`config.mk`:
```
export PLATFORM = sky130hd
export DESIGN_NAME = uart_file_xfer
export DESIGN_NICKNAME = d
export VERILOG_FILES = /design/src/rtl/uart_file_xfer.sv
export SDC_FILE = /design/constraint.sdc
export NUM_CORES = 1
export LEC_CHECK = 0
export ABC_AREA = 1
export CAP_MARGIN = 20
export CELL_PAD_IN_SITES_DETAIL_PLACEMENT = 1
export CELL_PAD_IN_SITES_GLOBAL_PLACEMENT = 1
export CORE_MARGIN = 2
export CORE_UTILIZATION = 36
export DETAILED_ROUTE_END_ITERATION = 10
export PLACE_DENSITY = 0.84
export SYNTH_ARGS = -nofsm -noshare
export SYNTH_HDL_FRONTEND = slang
export SYNTH_SLANG_ARGS = --single-unit
```
`constraint.sdc`:
```
create_clock -name clk -period 2.7 [get_ports clk]
set_input_delay 0.54 -clock clk [delete_from_list [all_inputs] [get_ports clk]]
set_output_delay 0.54 -clock clk [all_outputs]
set_load 0.02 [all_outputs]
```
`src/rtl/uart_file_xfer.sv`:
```
// rtl/uart_file_xfer.sv - host-link file transfer engine over a byte-wide UART
// Sends 'R'/'W', the file index (MSB first), then streams a local memory region
// to the host or fills it from the host, closing with a mod-256 checksum byte.
// Ports:
//   clk, reset              clock, synchronous active-high reset
//   req_valid/req_ready     request handshake; req_write/file/addr/len describe it
//   done, err               one-cycle completion pulse, error flag alongside done
//   tx_data, tx_en, tx_busy byte transmit strobe towards the UART
//   rx_data, rx_rdy         received-byte strobe from the UART
//   mem_*                   local RAM port, read data valid the cycle after mem_re
module uart_file_xfer #(
    parameter int ADDR_W     = 12,
    parameter int FILE_BYTES = 2,
    parameter int TIMEOUT    = 1000000
) (
    input  logic                    clk,
    input  logic                    reset,
    input  logic                    req_valid,
    output logic                    req_ready,
    input  logic                    req_write,
    input  logic [8*FILE_BYTES-1:0] req_file,
    input  logic [ADDR_W-1:0]       req_addr,
    input  logic [ADDR_W:0]         req_len,
    output logic                    done,
    output logic                    err,
    output logic [7:0]              tx_data,
    output logic                    tx_en,
    input  logic                    tx_busy,
    input  logic [7:0]              rx_data,
    input  logic                    rx_rdy,
    output logic [ADDR_W-1:0]       mem_addr,
    output logic [7:0]              mem_wdata,
    output logic                    mem_we,
    output logic                    mem_re,
    input  logic [7:0]              mem_rdata
);

    typedef enum logic [3:0] {
        S_IDLE, S_HDR, S_IDX, S_TX_WAIT, S_RD_DATA, S_RD_SUM,
        S_WR_FETCH, S_WR_LAT, S_WR_SEND, S_WR_SUM, S_DONE
    } state_t;

    state_t state, state_n, ret_state, ret_n;

    logic                    write_r;
    logic [8*FILE_BYTES-1:0] file_r;
    logic [ADDR_W-1:0]       addr_r;
    logic [ADDR_W:0]         len_r;
    logic [ADDR_W:0]         count;
    logic [ADDR_W:0]         count_inc;
    logic [7:0]              sum;
    logic [7:0]              hold;
    logic [2:0]              idx_cnt;
    logic                    err_flag;
    logic                    wait_first;
    logic [31:0]             idle_cnt;
    logic                    timed_out;
    logic [ADDR_W-1:0]       cur_addr;
    logic [7:0]              idx_byte;

    assign count_inc = count + (ADDR_W+1)'(1);
    assign cur_addr  = addr_r + count[ADDR_W-1:0];

    // idle_cnt holds the number of cycles since the last received byte (or
    // since entering the receive phase), so the abort lands TIMEOUT cycles
    // after the byte that restarted it.
    assign timed_out = (TIMEOUT != 0) && ((idle_cnt + 32'd1) >= 32'(TIMEOUT));

    always_comb begin
        idx_byte = 8'h00;
        for (int i = 0; i < FILE_BYTES; i++) begin
            if (idx_cnt == 3'(FILE_BYTES - 1 - i)) begin
                idx_byte = file_r[8*i +: 8];
            end
        end
    end

    // State register
    always_ff @(posedge clk) begin
        if (reset) begin
            state     <= S_IDLE;
            ret_state <= S_IDLE;
        end else begin
            state     <= state_n;
            ret_state <= ret_n;
        end
    end

    // Next-state logic
    always_comb begin
        state_n = state;
        ret_n   = ret_state;
        case (state)
            S_IDLE: begin
                if (req_valid) state_n = S_HDR;
            end
            S_HDR: begin
                if (!tx_busy) begin
                    state_n = S_TX_WAIT;
                    ret_n   = S_IDX;
                end
            end
            S_IDX: begin
                if (!tx_busy) begin
                    state_n = S_TX_WAIT;
                    if (idx_cnt == 3'(FILE_BYTES - 1)) begin
                        if (write_r) ret_n = (len_r == '0) ? S_WR_SUM : S_WR_FETCH;
                        else         ret_n = (len_r == '0) ? S_RD_SUM : S_RD_DATA;
                    end else begin
                        ret_n = S_IDX;
                    end
                end
            end
            S_TX_WAIT: begin
                // The UART raises busy only the cycle after tx_en, so the
                // first cycle here must not trust tx_busy.
                if (!wait_first && !tx_busy) state_n = ret_state;
            end
            S_RD_DATA: begin
                // A byte arriving with the final increment is payload.
                if (rx_rdy) begin
                    if (count_inc == len_r) state_n = S_RD_SUM;
                end else if (timed_out) begin
                    state_n = S_DONE;
                end
            end
            S_RD_SUM: begin
                if (rx_rdy || timed_out) state_n = S_DONE;
            end
            S_WR_FETCH: state_n = S_WR_LAT;
            S_WR_LAT:   state_n = S_WR_SEND;
            S_WR_SEND: begin
                if (!tx_busy) begin
                    state_n = S_TX_WAIT;
                    ret_n   = (count_inc < len_r) ? S_WR_FETCH : S_WR_SUM;
                end
            end
            S_WR_SUM: begin
                if (!tx_busy) begin
                    state_n = S_TX_WAIT;
                    ret_n   = S_DONE;
                end
            end
            S_DONE:  state_n = S_IDLE;
            default: state_n = S_IDLE;
        endcase
    end

    // Output logic
    always_comb begin
        req_ready = (state == S_IDLE);
        done      = 1'b0;
        err       = 1'b0;
        tx_data   = 8'h00;
        tx_en     = 1'b0;
        mem_addr  = '0;
        mem_wdata = 8'h00;
        mem_we    = 1'b0;
        mem_re    = 1'b0;
        case (state)
            S_HDR: begin
                if (!tx_busy) begin
                    tx_en   = 1'b1;
                    tx_data = write_r ? 8'h57 : 8'h52;
                end
            end
            S_IDX: begin
                if (!tx_busy) begin
                    tx_en   = 1'b1;
                    tx_data = idx_byte;
                end
            end
            S_RD_DATA: begin
                if (rx_rdy) begin
                    mem_we    = 1'b1;
                    mem_addr  = cur_addr;
                    mem_wdata = rx_data;
                end
            end
            S_WR_FETCH: begin
                mem_re   = 1'b1;
                mem_addr = cur_addr;
            end
            S_WR_SEND: begin
                if (!tx_busy) begin
                    tx_en   = 1'b1;
                    tx_data = hold;
                end
            end
            S_WR_SUM: begin
                if (!tx_busy) begin
                    tx_en   = 1'b1;
                    tx_data = sum;
                end
            end
            S_DONE: begin
                done = 1'b1;
                err  = err_flag;
            end
            default: ;
        endcase
    end

    // Datapath registers
    always_ff @(posedge clk) begin
        if (reset) begin
            write_r    <= 1'b0;
            file_r     <= '0;
            addr_r     <= '0;
            len_r      <= '0;
            count      <= '0;
            sum        <= 8'h00;
            hold       <= 8'h00;
            idx_cnt    <= 3'd0;
            err_flag   <= 1'b0;
            wait_first <= 1'b0;
            idle_cnt   <= 32'd0;
        end else begin
            wait_first <= (state != S_TX_WAIT);

            if (state == S_RD_DATA || state == S_RD_SUM) begin
                idle_cnt <= rx_rdy ? 32'd1 : idle_cnt + 32'd1;
            end else begin
                idle_cnt <= 32'd1;
            end

            case (state)
                S_IDLE: begin
                    if (req_valid) begin
                        write_r  <= req_write;
                        file_r   <= req_file;
                        addr_r   <= req_addr;
                        len_r    <= req_len;
                        count    <= '0;
                        sum      <= 8'h00;
                        idx_cnt  <= 3'd0;
                        err_flag <= 1'b0;
                    end
                end
                S_IDX: begin
                    if (!tx_busy) idx_cnt <= idx_cnt + 3'd1;
                end
                S_RD_DATA: begin
                    if (rx_rdy) begin
                        sum   <= sum + rx_data;
                        count <= count_inc;
                    end else if (timed_out) begin
                        err_flag <= 1'b1;
                    end
                end
                S_RD_SUM: begin
                    if (rx_rdy)         err_flag <= (rx_data != sum);
                    else if (timed_out) err_flag <= 1'b1;
                end
                S_WR_LAT: hold <= mem_rdata;
                S_WR_SEND: begin
                    if (!tx_busy) begin
                        sum   <= sum + hold;
                        count <= count_inc;
                    end
                end
                default: ;
            endcase
        end
    end

endmodule

```
---- Word level (Yosys, flattened, before mapping) ----
Index checks and enable logic that the tools add are counted.
word-level totals
  input port bits ......................... 63
  logic and storage cells ................. 124
  register bits ........................... 116
  output and inout port bits .............. 34
operators by class
  muxes and demuxes ....................... 55
  add/sub/neg operators ................... 6
  eq/ne operators ......................... 26
  order comparisons ....................... 2
  bitwise operators ....................... 1
  reduce and logical (&&, ||, !) cells .... 20
operator list
  kind                                                                                   count
  8-bit two-way mux                                                                      10
  4-bit two-way mux                                                                      15
  13-bit two-way mux                                                                     3
  13-bit one-hot mux with 3 select lines                                                 1
  32-bit by 1-bit adder with 32-bit output, second input constant                        1
  32-bit by 20-bit greater-or-equal comparator with 1-bit output, second input constant  1
  8-bit one-hot mux with 4 select lines                                                  1
  4-bit one-hot mux with 7 select lines                                                  1
  12-bit one-hot mux with 2 select lines                                                 1
  8-bit one-hot mux with 3 select lines                                                  1
  2-bit != test, second input constant                                                   10
  8-bit adder                                                                            2
  4-bit by 3-bit == test with 1-bit output, second input constant                        4
  4-bit one-hot mux with 4 select lines                                                  1
  1-bit two-way mux                                                                      14
  13-bit by 1-bit adder with 13-bit output, second input constant                        1
  13-bit == test                                                                         1
  13-bit zero test                                                                       1
  13-bit < comparator                                                                    1
  12-bit adder                                                                           1
  4-bit == test, second input constant                                                   3
  12-bit two-way mux                                                                     1
  3-bit two-way mux                                                                      3
  4-bit by 2-bit == test with 1-bit output, second input constant                        2
  other kinds (25)                                                                       30

---- Depth between registers and ports, before layout ----
Gate-level depths: netlist of run 1.
  word-level depth ........................ 6
  depth in mapped cells ................... 19
  mapped depth without buffers ............ 19

---- Worst setup path before layout of run 1 ----
Ideal clock, no wire load.
  path kind ............................... register to register
  from .................................... reg count[1]
  to ...................................... reg state[2]
  cell stages (with the launch flop) ...... 19
  library setup time ...................... 0.113 ns
  period minus slack after synthesis ...... 2.740 ns
  arrival ................................. 2.627 ns
  buffers on the path ..................... 0
  required time ........................... 2.587 ns
  path slack .............................. -0.040 ns
  cells stage by stage .................... dfxtp_1 -> ha_1 -> nand2_1 -> nor2_1 -> nand3_1 -> nor2_1 -> nand3_1 -> nand3b_1 -> xnor2_1 -> ha_1 -> nand2_1 -> nor3_1 -> nand4_1 -> nand2_1 -> nand3_1 -> a21oi_1 -> nand2_2 -> nor2_1 -> nor2_1
on the way
  cells in the longest elaborated chain, start to end .. 4
ends and longest elaborated chain
  item                                      line  RTL
  from (decl)                               49    logic [ADDR_W:0] count;
  from (signal assigned)                    246   count <= count_inc;
  from (signal assigned)                    259   count <= count_inc;
  13-bit by 1-bit adder with 13-bit output  61    assign count_inc = count + (ADDR_W+1)'(1);
  13-bit == test                            122   if (count_inc == len_r) state_n = S_RD_SUM;
  3-bit != test (no source line)            -
  6-bit AND reduction (no source line)      -
  to (signal assigned)                      84    state <= state_n;
  to (decl)                                 43    state_t state, state_n, ret_state, ret_n;
No other way between the ends.
A chain may end at the register's enable or synchronous reset.

---- Worst setup path after layout of run 1 ----
  from .................................... reg count[1]
  to ...................................... reg state[0]
Same word-level chain as after synthesis.

==> results of run 1 <==
tightest hold or removal path, cell delays in order (launching register included):
cell,delay [ns]
dfxtp_1,0.30
inv_1,0.06
a21oi_1,0.06
final timing paths:
check                           cells past startpoint  slack [ns]    endpoint        from
worst max-delay path                               18       -0.28    state[0]    count[1]
worst max register to register                     18       -0.28    state[0]    count[1]
worst min-delay path                                2        0.46  file_r[12]  file_r[12]
worst min register to register                      2        0.46  file_r[12]  file_r[12]
state kept, by name (all words and copies together) (netlist names):
signal	flops
write_r	1
idle_cnt	32
len_r	13
idx_cnt	3
count	13
ret_state	4
wait_first	1
state	4
file_r	16
hold	8
addr_r	12
sum	8
err_flag	1
synth_stat cells, types with 17 or more instances:
cell type / number / area, sq um
nor2_1: 130 / 488
nand2_1: 256 / 961
inv_1: 121 / 454
nand3_1: 43 / 215
a21oi_1: 123 / 616
nand2_2: 17 / 106
ha_1: 36 / 450
xor2_1: 20 / 175
clkbuf_1: 22 / 82.6
dfxtp_1: 116 / 2320
o21ai_0: 71 / 355
per-layer routing:
layer | up-vias | GRT usage [%] | wire length (um)
met5 | - | 0 | 0
met1 | 3937 | 30.3 | 11800
met2 | 304 | 48.9 | 14600
met3 | 121 | 5.20 | 1150
li1 | 3855 | - | -
met4 | 0 | 13.5 | 1500
where the power goes:
group / internal (mW) / switching (mW)
Combinational: 0.990 / 1.74
Sequential: 1.97 / 0.174
Clock: 1.40 / 1.00
Total: 4.36 / 2.92
timing repair:
item | 4_1_cts | 5_1_grt
gates resized for setup | 168 | 74
pin swaps | 22 | 34
buffers inserted | 11 | 11
setup endpoints to repair | 41 | 40
cells by family (layout without fill, tap and decap cells):
| kind of cell | Yosys count | after routing |
|---|---|---|
| AOI/OAI and AO/OA | 224 | 224 |
| xor gates and xnor gates | 29 | 29 |
| adders and majority gates | 38 | 38 |
| buffers and inverters | 153 | 361 |
| DFF | 116 | 116 |
| other | 0 | 2 |
| and+or+nand+nor | 502 | 502 |
stage by stage:
stage	instances	hold slack, ns	setup TNS (ns)
6_report	1537	0.462	-2.31
4_1_cts	1524	0.454	-0.516
5_1_grt	1537	0.492	-4.33
2_1_floorplan	1062	0.424	0
3_5_place_dp	1481	0.445	-5.72
3_3_place_gp	1481	0.438	-3.81
final cells by class:
class                           instances  area share [%]
Multi-Input combinational cell        793            45.6
Timing Repair Buffer                  202            17.0
Clock buffer                           17            4.23
Sequential cell                       116            23.2
Tap cell                              265            3.30
Inverter                              127            4.74
Antenna cell                            2          0.0498
Clock inverter                         15            1.79
==> metrics, run 1 <==
status=finished with violations; violations in the final reports=negative setup slack; Crit Path Class=flip-flop to flip-flop; I/O Pins=97; GPL Wtd Cong=around 0.89; Yosys Warn Count=0; initial antenna violation count=2; Chip Height=144 um; crit path launch type=flip-flop; Post-Syn Area=around 0.0070 sq mm; sequential element share of the synthesized area=33.0%; Synth Net Count=~1,200; simple-gate area share of the yosys netlist=roughly a third; total leakage power=approximately 4.2 nW; Die W=144 um; drt pass-1 iters=5; post-synthesis xor/xnor area fraction=around 3.6%; remaining antenna violation count=0; syn_area_per_cell=between 6 and 7 sq um; violation count after the first detailed-routing iteration=450; fin area=between 0.01 and 0.015 sq mm; CTS tree=built; vias per cell=5.35; Power Density=724 mW/mm^2; most frequent cells in the layout=nand2_1 (239), nor2_1 (119), inv_1 (116); largest family of logic cells by synthesized area=simple AND/OR/NAND/NOR gates; final setup violating endpoints=15; Buffers on Ports=96; clock skew=roughly 0.013 ns; Synth Flop Type=dfxtp_1; Post-Synthesis Cells=approximately 1,100; clk root buf=clkbuf_16; total CTS buffers=17; vias in the first global route=approximately 8,600; Synth Area in Compound Gates=16.9%; adder-cell share of the synthesized area=6.97%; synthesized flop and latch total=about 120; Worst slew margin=about 50%; Hold Violations, Final=0; GRT Overall Usage=27.1%; DP Wirelength=between 15 and 20 mm; Final period util=110%; peak supply drop=between 500 and 600 uV; Area Growth Syn to Fin=42.7%; Final Slew Violations=0; Min Clock Period, post-route=~3.0 ns; slew at the pin closest to its max-slew limit=roughly 0.76 ns; core area=slightly below 0.02 sq mm; Clock Latency Late Sink=0.44 ns; first-pass GRT wire length=around 44 mm; Seq. cell area=about 0.0023 sq mm; final wirelength=29.0 mm; largest net degree at the start of global routing=slightly above 50; num rows=51; Fill cells=between 2,000 and 2,500; crit-path cells=ha_4, nand2_4, nor2_4, nand3_4, nor2_4, nand3_2, nand3b_1, xnor2_2, ha_1, nand2_2, nor3_2, nand4_1, nand2_1, nand3_2, a21oi_4, nand3_1, nand2_1, nor2_2; grt ovf=0; Clock transition at path regs=about 0.060 ns; Crit Path Max Fanout=4; layout cell share with drive strength beyond 1=around a quarter; Final Util=around half; most frequent standard cell in the layout excluding fill and tap cells=nand2_1; PnR worst setup slack=-0.282 ns; WP data required=about 3 ns; clock sink total=about 120; fmax=about 340 MHz; Starting Density=between 30 and 40%; maxcap violations=0; multi-input logic area=around 0.0046 sq mm; mux share of post-synthesis cell area=0%; CP arrival=around 3.3 ns; EDFF count, synth=0; Netlist cell types=45; CTS H-tree depth=4; Vias=~8,200; hold crit path type=flip-flop to flip-flop; post-DR wirelength/cell=around 19 um; CTS Hold Bufs=0; Worst Setup End Kind=flip-flop; DRC violations left=0; DP Area=around 0.0089 sq mm; CTS Buffer Depth=2; nets=~1,400; async set-reset flop share out of synthesis=0%; Max stage delay on crit path=0.36 ns; top cell family by delay on the critical path=simple AND/OR/NAND/NOR gates; cell at the slowest stage of the critical path=dfxtp_2; Placement Setup Slack=-0.375 ns; die area=0.0207 sq mm; RSZ-0062 raised after global routing=true; Tot Pwr=about 7.3 mW; CP bufs+invs=0
(Power assumes the default switching activity.)
==> inputs of run 2 (changes only) <==
--- a/config.mk
+++ b/config.mk
@@ -10,9 +10,10 @@
 export CELL_PAD_IN_SITES_DETAIL_PLACEMENT = 1
 export CELL_PAD_IN_SITES_GLOBAL_PLACEMENT = 1
 export CORE_MARGIN = 2
-export CORE_UTILIZATION = 36
+export CORE_UTILIZATION = 39
 export DETAILED_ROUTE_END_ITERATION = 10
-export PLACE_DENSITY = 0.84
+export PLACE_DENSITY = 0.86
+export REMOVE_ABC_BUFFERS = 1
 export SYNTH_ARGS = -nofsm -noshare
 export SYNTH_HDL_FRONTEND = slang
 export SYNTH_SLANG_ARGS = --single-unit
==> constraint.sdc (replaced) <==
create_clock -name clk -period 3.3 [get_ports clk]
set_input_delay 0.66 -clock clk [delete_from_list [all_inputs] [get_ports clk]]
set_output_delay 0.66 -clock clk [all_outputs]
set_load 0.02 [all_outputs]
==> metrics, run 2 (synthesis results as in run 1) <==
status=finished clean; CTS tree=built; DP Area=0.00834 sq mm (-6.1%); antenna cell count=0 (-2); clock sink total=116 (unchanged); hold crit path type=flip-flop to flip-flop; vias in the first global route=7,780 (-9.9%); CTS H-tree depth=4 (unchanged); postcts setup bufs=0 (-11); layout cell share with drive strength beyond 1=10.4% (-14 points); Buffers on Ports=96 (unchanged); reg-to-reg slack, setup=0.24 ns (+0.52 ns); switching share of power=38.6% (-1.5 points); register share of total power=33.7% (+4.3 points); CTS Hold Bufs=0 (unchanged); Chip Height=138 um (-3.8%); final setup violating endpoints=0 (-15); Crit Path Max Fanout=14 (+10); Vias=7,340 (-11%); initial antenna violation count=0 (-2); Power Density=575 mW/mm^2 (-21%); Min Clock Period, post-route=~3.2 ns; drt pass-1 iters=5 (unchanged); final wirelength=22.1 mm (-24%); CP arrival=2.54 ns (-0.74 ns); num rows=49 (-3.9%); PnR worst setup slack=0.0978 ns (+0.380 ns); grt ovf=0 (unchanged); Die W=138 um (-3.8%); non-filler cells, final=1,413 (-8.1%); worst hold slack=0.446 ns (-0.0161 ns); violation count after the first detailed-routing iteration=280 (-38%); maxcap violations=0 (unchanged); crit path launch type=flip-flop; Top Registers=idle_cnt x32, file_r x16; clk root buf=clkbuf_16; first-pass GRT wire length=37.1 mm (-15%); WP data required=2.64 ns (-0.36 ns); setup_tns=0 ns (+2.31 ns); die area=0.0191 sq mm (-7.5%); fin area=0.00892 sq mm (-11%); most frequent standard cell in the layout excluding fill and tap cells=nand2_1; Starting Density=39.5% (+3.0 points); Final Util=50.0% (-2.0 points); Clock transition at path regs=0.06 ns (about the same); CTS Buffer Depth=2 (unchanged); Hold Violations, Final=0 (unchanged); slew at the pin closest to its max-slew limit=0.615 ns (-0.147 ns); clock skew=0.00670 ns (-0.00598 ns); GPL Wtd Cong=0.901 (+1.4%); DRC violations left=0 (unchanged); peak supply drop=429 uV (-24%); fmax=312 MHz; GRT Overall Usage=23.4% (-3.6 points); Clock Latency Late Sink=0.43 ns (about the same); nets=1,272 (-6.3%); most frequent cells in the layout=nand2_1 (253), nor2_1 (126), a21oi_1 (121); Final period util=~97%; DP Wirelength=16.5 mm (-11%); Worst Setup End Kind=output pin; Area Growth Syn to Fin=26.7%; Largest Register=idle_cnt; core area=0.0178 sq mm (-7.7%); Largest register FFs=32 (unchanged); I/O Pins=97 (unchanged); remaining antenna violation count=0 (unchanged); vias per cell=5.19 (-2.8%); internal power=3.15 mW (-28%); post-DR wirelength/cell=15.6 um (-17%); placed cell count=1,381 (-6.8%); total leakage power=3.80 nW (-9.4%); Placement Setup Slack=-0.0508 ns (+0.324 ns); net switching power=1.98 mW (-32%); Comb power frac=32.8% (-4.8 points); Clock Power Share=33.5% (+0.5 points); total CTS buffers=17 (unchanged); Crit Path Class=flip-flop to output pin; Worst slew margin=59.0% (+10 points); Final Slew Violations=0 (unchanged); largest net degree at the start of global routing=55 (+7.8%); Fill cells=2,358 (-3.6%); Tot Pwr=5.13 mW (-29%)
-- run 2: changes by cell type in the layout (fill, tap and decap cells not counted), moves of 13 or more --
cell / previous run / this run
a21oi_1: 106 / 121
a21oi_2: 16 / 3
buf_4: 106 / 19
o21ai_1: 21 / 7
o21ai_0: 51 / 70
nand2_1: 239 / 253
-- run 2: power by group through the flow --
stage | logic (mW) | clock network, mW | registers [mW]
after global routing | 1.88 | 1.82 | 1.75
after CTS | 1.67 | 1.75 | 1.73
after global placement | 1.57 | 0 | 1.74
after floorplan | 1.02 | 0 | 1.72
final | 1.68 | 1.72 | 1.73
after detailed placement | 1.63 | 0 | 1.75
-- run 2: timing repair --
action	CTS	global route
endpoints found under the setup margin	25	23
resized for setup	21	37
gates cloned	0	0
-- run 2: final timing paths --
path | start | endpoint | cells past startpoint
max reg2reg | count[0] | state[0] | 19
min reg2reg | file_r[10] | file_r[10] | 2
min | file_r[10] | file_r[10] | 2
max | state[3] | tx_data[0] | 8
-- run 2: cell type report --
| cell class | instances | area [sq um] | area share [%] |
|---|---|---|---|
| Clock buffer | 17 | 425 | 4.77 |
| Clock inverter | 15 | 121 | 1.36 |
| Inverter | 127 | 480 | 5.39 |
| Multi-Input combinational cell | 793 | 4190 | 47.0 |
| Sequential cell | 116 | 2320 | 26.0 |
| Tap cell | 229 | 287 | 3.21 |
| Timing Repair Buffer | 116 | 1090 | 12.3 |
-- run 2: worst max-delay path, stage by stage (launching register included) --
cell and delay, ns:
dfxtp_1 0.45, nand2_2 0.15, nor2_4 0.21, buf_4 0.23, nand2_1 0.09, a21oi_1 0.20
a21oi_1 0.07, nand2_1 0.10, clkdlybuf4s50_1 0.61
-- run 2: per-layer routing --
metal  GRT usage [%]  wire [um]
met5               0          0
met4            6.71        364
met3            4.85        798
met2            43.1      11500
met1            27.4       9400
==> inputs of run 3 (changes only) <==
--- a/config.mk
+++ b/config.mk
@@ -11,6 +11,7 @@
 export CELL_PAD_IN_SITES_GLOBAL_PLACEMENT = 1
 export CORE_MARGIN = 2
 export CORE_UTILIZATION = 39
+export CTS_CLUSTER_DIAMETER = 100
 export DETAILED_ROUTE_END_ITERATION = 10
 export PLACE_DENSITY = 0.86
 export REMOVE_ABC_BUFFERS = 1
==> results of run 3 <==
No change in the layout: final DEF, timing and power equal those of run 2.
